## src/rtl/nes_pad_pkg.sv

```systemverilog
// nes_pad_pkg: shared types and constants for the NES gamepad reader.
//   pad_state_t  - frame sequencer states
//   BTN_*        - bit positions of each button inside the keycode byte
//   KEYCODE_W    - keycode width
package nes_pad_pkg;

  localparam int KEYCODE_W = 8;

  localparam int BTN_A      = 0;
  localparam int BTN_B      = 1;
  localparam int BTN_SELECT = 2;
  localparam int BTN_START  = 3;
  localparam int BTN_UP     = 4;
  localparam int BTN_DOWN   = 5;
  localparam int BTN_LEFT   = 6;
  localparam int BTN_RIGHT  = 7;

  typedef enum logic [2:0] {
    IDLE,
    LATCH,
    SHIFT_LO,
    SHIFT_HI,
    DONE
  } pad_state_t;

endpackage

```

## src/rtl/pad_sync_2ff.sv

```systemverilog
// pad_sync_2ff: generic two-flop synchronizer with a configurable reset value.
//   clk   - destination clock
//   reset - synchronous reset, active high; both flops load RESET_VAL
//   d     - asynchronous input
//   q     - synchronized output (two cycles of latency)
module pad_sync_2ff #(
  parameter int               WIDTH     = 1,
  parameter logic [WIDTH-1:0] RESET_VAL = '0
) (
  input  logic             clk,
  input  logic             reset,
  input  logic [WIDTH-1:0] d,
  output logic [WIDTH-1:0] q
);

  logic [WIDTH-1:0] meta;

  always_ff @(posedge clk) begin
    if (reset) begin
      meta <= RESET_VAL;
      q    <= RESET_VAL;
    end else begin
      meta <= d;
      q    <= meta;
    end
  end

endmodule

```

## src/rtl/nes_pad_reader.sv

```systemverilog
// nes_pad_reader: polls a NES gamepad (4021 shift register) and publishes a
// keycode byte per frame.
//   clk, reset     - clock, synchronous active-high reset
//   enable         - permits new frames to start
//   poll_req       - single-cycle frame request (ORed with the poll timer
//                    when AUTO_POLL=1)
//   pad_data_n     - asynchronous serial data from the pad, low = pressed
//   pad_latch      - latch strobe to the pad (registered)
//   pad_clk        - shift clock to the pad (registered)
//   keycode        - button state, 1 = pressed, see BTN_* in nes_pad_pkg
//   keycode_valid  - one-cycle pulse when keycode updates
//   busy           - high while a frame is in progress
// Build option: define PAD_DEBOUNCE_EN to publish a frame only when it
// matches the previous frame's shadow value.
module nes_pad_reader
  import nes_pad_pkg::*;
#(
  parameter int LATCH_CYCLES    = 600,
  parameter int HALF_BIT_CYCLES = 300,
  parameter int POLL_PERIOD     = 833333,
  parameter int AUTO_POLL       = 1
) (
  input  logic                 clk,
  input  logic                 reset,
  input  logic                 enable,
  input  logic                 poll_req,
  input  logic                 pad_data_n,
  output logic                 pad_latch,
  output logic                 pad_clk,
  output logic [KEYCODE_W-1:0] keycode,
  output logic                 keycode_valid,
  output logic                 busy
);

  localparam int CNT_MAX = (LATCH_CYCLES > HALF_BIT_CYCLES) ? LATCH_CYCLES : HALF_BIT_CYCLES;
  localparam int CNT_W   = $clog2(CNT_MAX + 1);
  localparam int TMR_W   = $clog2(POLL_PERIOD + 1);

  localparam logic [CNT_W-1:0] LATCH_LAST = CNT_W'(LATCH_CYCLES - 1);
  localparam logic [CNT_W-1:0] HALF_LAST  = CNT_W'(HALF_BIT_CYCLES - 1);
  localparam logic [TMR_W-1:0] TMR_LAST   = TMR_W'(POLL_PERIOD - 1);

  pad_state_t           state, state_next;
  logic [CNT_W-1:0]     cnt, cnt_next;
  logic [2:0]           bit_idx, bit_idx_next;
  logic [KEYCODE_W-1:0] shadow, shadow_next;
  logic [TMR_W-1:0]     timer;
  logic                 data_n_sync;
  logic                 sample;
  logic                 timer_hit;
  logic                 start;
  logic                 frame_done;
  logic                 publish;

  pad_sync_2ff #(
    .WIDTH     (1),
    .RESET_VAL (1'b1)
  ) u_sync (
    .clk   (clk),
    .reset (reset),
    .d     (pad_data_n),
    .q     (data_n_sync)
  );

  assign sample = ~data_n_sync;

  // Free-running poll timer; hits arriving while a frame runs are dropped
  // because start is only honoured in IDLE.
  always_ff @(posedge clk) begin
    if (reset) begin
      timer <= '0;
    end else if (timer == TMR_LAST) begin
      timer <= '0;
    end else begin
      timer <= timer + 1'b1;
    end
  end

  assign timer_hit = (AUTO_POLL != 0) && (timer == TMR_LAST);
  assign start     = enable && (poll_req || timer_hit);

  always_comb begin
    state_next   = state;
    cnt_next     = cnt + 1'b1;
    bit_idx_next = bit_idx;
    shadow_next  = shadow;
    frame_done   = 1'b0;
    case (state)
      IDLE: begin
        cnt_next = '0;
        if (start) begin
          state_next = LATCH;
        end
      end
      LATCH: begin
        if (cnt == LATCH_LAST) begin
          state_next   = SHIFT_LO;
          cnt_next     = '0;
          bit_idx_next = '0;
        end
      end
      SHIFT_LO: begin
        if (cnt == HALF_LAST) begin
          shadow_next[bit_idx] = sample;
          state_next           = SHIFT_HI;
          cnt_next             = '0;
        end
      end
      SHIFT_HI: begin
        if (cnt == HALF_LAST) begin
          cnt_next     = '0;
          bit_idx_next = bit_idx + 3'd1;
          if (bit_idx == 3'd7) begin
            state_next = DONE;
            frame_done = 1'b1;
          end else begin
            state_next = SHIFT_LO;
          end
        end
      end
      DONE: begin
        cnt_next   = '0;
        state_next = IDLE;
      end
      default: begin
        cnt_next   = '0;
        state_next = IDLE;
      end
    endcase
  end

`ifdef PAD_DEBOUNCE_EN
  logic [KEYCODE_W-1:0] history;

  always_ff @(posedge clk) begin
    if (reset) begin
      history <= '0;
    end else if (frame_done) begin
      history <= shadow;
    end
  end

  assign publish = frame_done && (shadow == history);
`else
  assign publish = frame_done;
`endif

  // Outputs are decoded from state_next and registered so they line up with
  // the state they describe and cannot glitch.
  always_ff @(posedge clk) begin
    if (reset) begin
      state         <= IDLE;
      cnt           <= '0;
      bit_idx       <= '0;
      shadow        <= '0;
      pad_latch     <= 1'b0;
      pad_clk       <= 1'b0;
      keycode       <= '0;
      keycode_valid <= 1'b0;
      busy          <= 1'b0;
    end else begin
      state         <= state_next;
      cnt           <= cnt_next;
      bit_idx       <= bit_idx_next;
      shadow        <= shadow_next;
      pad_latch     <= (state_next == LATCH);
      pad_clk       <= (state_next == SHIFT_HI);
      busy          <= (state_next == LATCH) || (state_next == SHIFT_LO) ||
                       (state_next == SHIFT_HI);
      keycode_valid <= publish;
      if (publish) begin
        keycode <= shadow;
      end
    end
  end

endmodule

```

## config.mk

```make
export PLATFORM = sky130hd
export DESIGN_NAME = nes_pad_reader
export DESIGN_NICKNAME = d
export VERILOG_FILES = /design/src/rtl/nes_pad_pkg.sv /design/src/rtl/pad_sync_2ff.sv /design/src/rtl/nes_pad_reader.sv
export SDC_FILE = /design/constraint.sdc
export NUM_CORES = 1
export LEC_CHECK = 0
export BUFFER_PORTS_ARGS = -buffer_cell sky130_fd_sc_hd__buf_2
export CAP_MARGIN = 20
export CORE_MARGIN = 5
export CORE_UTILIZATION = 25
export CTS_BUF_LIST = sky130_fd_sc_hd__clkbuf_16
export DETAILED_ROUTE_END_ITERATION = 8
export HOLD_SLACK_MARGIN = 0.1
export PLACE_DENSITY = 0.49
export SKIP_CTS_REPAIR_TIMING = 1
export SYNTH_ARGS = -nofsm -noshare
export SYNTH_HDL_FRONTEND = slang
export SYNTH_SLANG_ARGS = --single-unit
```

## constraint.sdc

```tcl
create_clock -name clk -period 4.3 [get_ports clk]
set_clock_uncertainty 0.1 [all_clocks]
set_input_delay 0.645 -clock clk [delete_from_list [all_inputs] [get_ports clk]]
set_output_delay 0.645 -clock clk [all_outputs]
set_load 0.01 [all_outputs]
```

==> results.json, run 1 <==
{
  "timing.setup.tns_ps": 0,
  "port_buffers": 16,
  "hpwl_microns": 3330,
  "clock_tree.htree_level_count": 3,
  "die_width_microns": 109,
  "path_class": "flop to flop",
  "final_nets": 304,
  "synth-seq-cells": 58,
  "number_of_library_cell_types_mapped_by_synthesis": 42,
  "post_synth_inst_count": 280,
  "post-route-util_pct": 30.4,
  "cts_buffer_depth": 2,
  "endpoint_kind": "flop",
  "grt_pass1_vias": 1843,
  "flow.area_growth_from_synthesis_pct": 19.4,
  "cts_tree": "done",
  "synth_fp_nets": 290,
  "antenna_violations_before_repair": 0,
  "post_synth.cell_area_avg_sq_um": 8.81,
  "fillers": 1022,
  "clock-root-buffer": "clkbuf_16",
  "die_area_sq_mm": 0.0120,
  "top_area_cell_type_share_of_the_netlist_area_pct": 47.1,
  "gr-usage-met2_pct": 13.9,
  "routed_wire_length_per_instance_microns": 11.2,
  "worst-slew-pin-transition_ps": 512,
  "initial_core_utilization_pct": 25.5,
  "route.antenna.remaining_nets": 0,
  "coreArea_sq_mm": 0.00968,
  "globalRoute.busiestLayer": "met2",
  "worst_setup_hold_path_clk_slew_ps": 50,
  "slew-limit-headroom_pct": 65.9,
  "post_layout_min_period_ps": 2360,
  "worst_hold_slack_ps": 307,
  "worst-endpoint-required_ps": 4420,
  "cap_viol_max_count": 0,
  "power_density_mw_per_mm2": 419,
  "clock_sinks": 58,
  "timing.final.hold_violations": 0,
  "detail_route.wirelength_microns": 4830,
  "insertedDiodeCount": 0,
  "post_route_cells_drive_above_1_share_pct": 13.4,
  "global_route.usage.met3_pct": 3.52,
  "ys_async_sr_fraction_pct": 0,
  "ratio_of_final_minimum_period_to_clock_period_pct": 54.9,
  "first_iter_violations": 71,
  "clkLatencyLatePin_ps": 320,
  "place.detailed.instances": 416,
  "track_usage_pct": 9.22,
  "gp_routability_congestion": 0.781,
  "critPathLaunchType": "flop",
  "critical_path_peak_fanout": 8,
  "hold_path_class": "flop to flop",
  "cts_made_buffers": 9,
  "detailroute.via_count": 1917,
  "overflow_after_grt": 0,
  "fp.dieH_microns": 109,
  "grt_pass1_wl_microns": 8620,
  "setup_viol": 0,
  "ys_seq_area_share_pct": 47.1,
  "groute.layer.met1.usage_pct": 11.5,
  "drc": 0,
  "route.detailed.vias_per_inst": 4.45,
  "maxClockFrequency_mhz": 424,
  "syn-cell-area_sq_mm": 0.00247,
  "worst_ir_drop_vdd_v": 0.000210,
  "status": "completed",
  "synth.top_cells.by_count": "dfxtp_1, nor2_1, nand2_1, xnor2_1, nand3_1",
  "timing_max_transition_violations_final": 0,
  "yosys-top-cells-area": "dfxtp_1, nor2_1, xnor2_1",
  "core.rowCount": 36,
  "cellLeakagePower_nw": 1.00,
  "grt_setup_unrepaired": "false",
  "yosysWarnings": 0,
  "synthDominantAreaCellType": "dfxtp_1",
  "drt_pre_antenna_iters": 4,
  "layout.cells.non_filler": 431,
  "largest_net_degree_at_the_start_of_global_routing": 30,
  "synth_top_flop_cell": "dfxtp_1",
  "synth_enable_flop_cells": 0,
  "timing.critical_path.arrival_ps": 2480,
  "io_pins": 17,
  "post-synth-top-count-cell": "dfxtp_1"
}
routing by layer:
| layer | vias up | wire [microns] |
|---|---|---|
| met5 | - | 0 |
| met4 | 0 | 92 |
| met3 | 10 | 214 |
| met2 | 31 | 2120 |
| met1 | 876 | 2410 |
| li1 | 1000 | - |
kinds of logic (layout without fill, tap and decap cells):
family | after synthesis | in the layout | synth area share [%]
and+or+nand+nor | 136 | 136 | 28.8
DFF | 58 | 58 | 47.1
AOI/OAI and AO/OA | 32 | 32 | 8.21
xor gates and xnor gates | 27 | 27 | 9.58
buffers and inverters | 21 | 39 | 3.40
adders and majority gates | 5 | 5 | 2.54
muxes | 1 | 1 | 0.406
final cells by class:
class	count	area, sq um	share of cell area (%)
multi-input cells	201	1230	41.7
flip-flops and latches	58	1160	39.4
clock buffers	9	225	7.64
well taps	133	166	5.65
repair buffers	17	87.6	2.97
clock inverters	6	51.3	1.74
inverters	7	26.3	0.892
metrics by stage:
step / setup WS, ps / cell area [sq um] / total power [mW]
2_1_floorplan: 2070 / 2470 / 0.582
3_3_place_gp: 2000 / 2670 / 0.591
3_5_place_dp: 1970 / 2670 / 0.591
4_1_cts: 1920 / 2950 / 1.26
5_1_grt: 1770 / 2950 / 1.29
6_report: 1940 / 2950 / 1.23
sequential cells by signal, indices dropped and copies added (netlist names):
name and cells:
timer 20, cnt 10, keycode 8, shadow 8
bit_idx 3, state 3, busy 1, keycode_valid 1
pad_clk 1, pad_latch 1, u_sync.meta 1, u_sync.q 1
critical path, stage by stage (launching register included):
cell      delay, ps
dfxtp_1         340
or4b_1          560
or3_1           440
nor4b_4         450
a21oi_1         140
a311oi_1        250
power by group:
part | switching [mW] | internal [mW] | leakage (nW)
clock network | 0.219 | 0.435 | 0.145
registers | 0.00610 | 0.545 | 0.469
logic | 0.0178 | 0.0112 | 0.390
total | 0.243 | 0.991 | 1.00
cell usage in the layout (no fill, tap or decap), types with 2 or more instances in the layout:
cell	count
ha_1	5
and2_1	3
nand4_1	6
clkbuf_16	9
nand2_1	20
inv_1	9
xnor2_1	20
nor2_1	48
or2_2	4
or3_1	2
and3_2	2
dfxtp_1	58
a21oi_1	15
nor3_1	7
xor2_1	7
nand3_1	17
nor4_1	5
nor4b_1	2
nand3b_1	2
buf_2	16
o21ai_0	3
nor2b_1	4
clkinv_2	2
or3b_2	2
and4_1	2
a22oi_1	2
a311oi_1	6
a31oi_1	3
path summary, 6_finish.rpt:
| kind | start | to | slack [ps] | cells after the start |
|---|---|---|---|---|
| setup / recovery | cnt[7] | shadow[0] | 1940 | 5 |
| hold / removal | u_sync.meta | u_sync.q | 310 | 1 |
| setup reg to reg | cnt[7] | shadow[0] | 1940 | 5 |
| hold reg to reg | u_sync.meta | u_sync.q | 310 | 1 |
No activity file was read; power rests on OpenSTA's default activity.
==> run 2, diff against run 1 <==
--- a/config.mk
+++ b/config.mk
@@ -5,6 +5,7 @@
 export SDC_FILE = /design/constraint.sdc
 export NUM_CORES = 1
 export LEC_CHECK = 0
+export ABC_AREA = 1
 export BUFFER_PORTS_ARGS = -buffer_cell sky130_fd_sc_hd__buf_2
 export CAP_MARGIN = 20
 export CORE_MARGIN = 5
==> constraint.sdc (replaced) <==
create_clock -name clk -period 2.42 [get_ports clk]
set_clock_uncertainty 0.1 [all_clocks]
set_input_delay 0.363 -clock clk [delete_from_list [all_inputs] [get_ports clk]]
set_output_delay 0.363 -clock clk [all_outputs]
set_load 0.01 [all_outputs]
==> run 2 against run 1 <==
Against the previous run:
- largest cell class unchanged
- sequential power up 77%
- sequential share of layout area down 3.4 points
- sequential cell count unchanged
- die area up 7.0%
==> results.json, run 2 <==
{
  "coreArea_sq_mm": 0.0104,
  "synth-seq-cells": 58,
  "critPathLaunchType": "flop",
  "worst_ir_drop_vdd_v": 0.000363,
  "die_area_sq_mm": 0.0128,
  "critical_path.max_stage_delay_ps": 340,
  "detailroute.via_count": 2257,
  "synth.top_cells.by_count": "nand2_1, nor2_1, dfxtp_1",
  "clock-root-buffer": "clkbuf_16",
  "number_of_library_cell_types_mapped_by_synthesis": 31,
  "worst_setup_hold_path_clk_slew_ps": 60,
  "pwr-share-comb_pct": 3.2,
  "status": "completed",
  "track_usage_pct": 9.25,
  "post_layout_min_period_ps": 1720,
  "drc": 0,
  "synth_enable_flop_cells": 0,
  "timing_max_transition_violations_final": 0,
  "drt_pre_antenna_iters": 5,
  "overflow_after_grt": 0,
  "ys_seq_area_share_pct": 43.7,
  "grt_setup_unrepaired": "false",
  "first_iter_violations": 118,
  "timing.setup.tns_ps": 0,
  "total_power_mw": 2.43,
  "cts_made_buffers": 9,
  "p_switching_mw": 0.527,
  "initial_core_utilization_pct": 25.6,
  "endpoint_kind": "flop",
  "largest_net_degree_at_the_start_of_global_routing": 18,
  "worst_r2r_path_depth": 10,
  "port_buffers": 16,
  "grt_pass1_wl_microns": 9470,
  "cts_buffer_depth": 2,
  "fillers": 1164,
  "flow.area_growth_from_synthesis_pct": 21.3,
  "ratio_of_final_minimum_period_to_clock_period_pct": 71.2,
  "mostFrequentLayoutCells": "nand2_1, nor2_1, dfxtp_1",
  "post-route-util_pct": 31.1,
  "cts_tree": "done",
  "largest-register": "timer",
  "gp_routability_congestion": 0.749,
  "final_nets": 403,
  "crit_chain": "ha_1 -> nand2_1 -> nor2_2 -> inv_1 -> nor2_2 -> nand2_2 -> nor2_8 -> inv_4 -> nor2_1 -> nor2_1",
  "power.clock.fraction_pct": 56.6,
  "route.antenna.remaining_nets": 0,
  "syn-cell-area_sq_mm": 0.00266,
  "clock_tree.htree_level_count": 3,
  "top_area_cell_type_share_of_the_netlist_area_pct": 43.7,
  "synth_top_flop_cell": "dfxtp_1",
  "timing.critical_path.arrival_ps": 1850,
  "critical_path_peak_fanout": 10,
  "antenna_violations_before_repair": 0,
  "post-synth-top-count-cell": "nand2_1",
  "hold_path_class": "primary input to flop",
  "hpwl_microns": 3900,
  "sw_frac_of_total_pct": 21.7,
  "path_class": "flop to flop",
  "insertedDiodeCount": 0,
  "grt_pass1_vias": 2171,
  "power.sequential.fraction_pct": 40.2,
  "post_route_cells_drive_above_1_share_pct": 14.1,
  "die_width_microns": 113,
  "yosysWarnings": 0,
  "top_regs": "timer: 20 flops, cnt: 10 flops",
  "clock_sinks": 58,
  "worst-slew-pin-transition_ps": 459,
  "cellLeakagePower_nw": 1.36,
  "post_synth_inst_count": 369,
  "worstHoldPathCells": 2,
  "fp.dieH_microns": 113,
  "setup_viol": 0,
  "synthDominantAreaCellType": "dfxtp_1",
  "clkLatencyLatePin_ps": 330,
  "layout_commonest_cell": "nand2_1",
  "largest_register_ffs": 20,
  "yosys-top-cells-area": "dfxtp_1, nand2_1, nor2_1",
  "detail_route.wirelength_microns": 5310,
  "timing.final.hold_violations": 0,
  "timing.critical_path.slowest_stage_cell": "dfxtp_1",
  "slew-limit-headroom_pct": 69.4,
  "routed_wire_length_per_instance_microns": 9.94,
  "synth_fp_nets": 379,
  "worst-endpoint-required_ps": 2540,
  "route.detailed.vias_per_inst": 4.23,
  "maxClockFrequency_mhz": 580,
  "io_pins": 17,
  "cap_viol_max_count": 0,
  "post_synth.cell_area_avg_sq_um": 7.20,
  "ys_async_sr_fraction_pct": 0,
  "power_density_mw_per_mm2": 754,
  "core.rowCount": 37,
  "p_int_mw": 1.90
}
-- run 2: cell types whose count changed after synthesis, moves of 8 or more --
cell,change
clkbuf_1,-8
inv_1,+35
nand2_1,+55
nor2_1,+23
o21ai_0,+11
xnor2_1,-17
-- run 2: power groups by stage --
| stage | combinational, mW | clock (mW) | sequential [mW] |
|---|---|---|---|
| 2_1_floorplan | 0.0530 | 0 | 0.999 |
| 3_3_place_gp | 0.0789 | 0 | 0.999 |
| 3_5_place_dp | 0.0794 | 0 | 0.999 |
| 4_1_cts | 0.0794 | 1.42 | 0.978 |
| 5_1_grt | 0.0909 | 1.47 | 0.979 |
| 6_report | 0.0775 | 1.38 | 0.978 |
-- run 2: final timing paths --
path	startpoint	to	slack, ps
hold / removal	pad_data_n	u_sync.meta	120
setup / recovery	cnt[0]	keycode[1]	700
hold reg to reg	u_sync.meta	u_sync.q	310
setup reg to reg	cnt[0]	keycode[1]	700
-- run 2: worst max-delay path: cells and delay by family, from the launching register on --
kind,cells,cell delay (ps)
fa+ha+maj,1,200
flops,1,340
buf+inv,2,150
simple gates,7,830
-- run 2: logic make-up after synthesis --
group,share of synthesized area (%)
buf+inv,7.63
flops,43.7
fa+ha+maj,2.35
simple gates,33.8
xor+xnor,3.30
compound gates,9.23
-- run 2: cell type report --
cell class | instances | area (sq um) | area share (%)
Inverter | 46 | 175 | 5.43
Clock buffer | 9 | 225 | 6.99
Multi-Input combinational cell | 260 | 1290 | 40.1
Timing Repair Buffer | 18 | 95.1 | 2.95
Sequential cell | 58 | 1160 | 36.0
Clock inverter | 7 | 103 | 3.18
Tap cell | 136 | 170 | 5.28
-- run 2: per-layer routing --
metal / part of all wire, % / vias up / GRT usage, %
li1: - / 1220 / -
met1: 49 / 1002 / 10.9
met2: 46 / 24 / 15.0
met3: 3.2 / 11 / 3.53
met4: 2.0 / 0 / 4.09
met5: 0 / - / 0
-- run 2: stage by stage --
step | hold WS (ps) | setup slack [ps] | instances | area [sq um]
6_report | 120 | 697 | 534 | 3220
5_1_grt | 115 | 460 | 534 | 3220
3_5_place_dp | 299 | 674 | 518 | 2900
2_1_floorplan | 289 | 879 | 369 | 2660
3_3_place_gp | 294 | 680 | 518 | 2900
4_1_cts | 108 | 674 | 534 | 3220
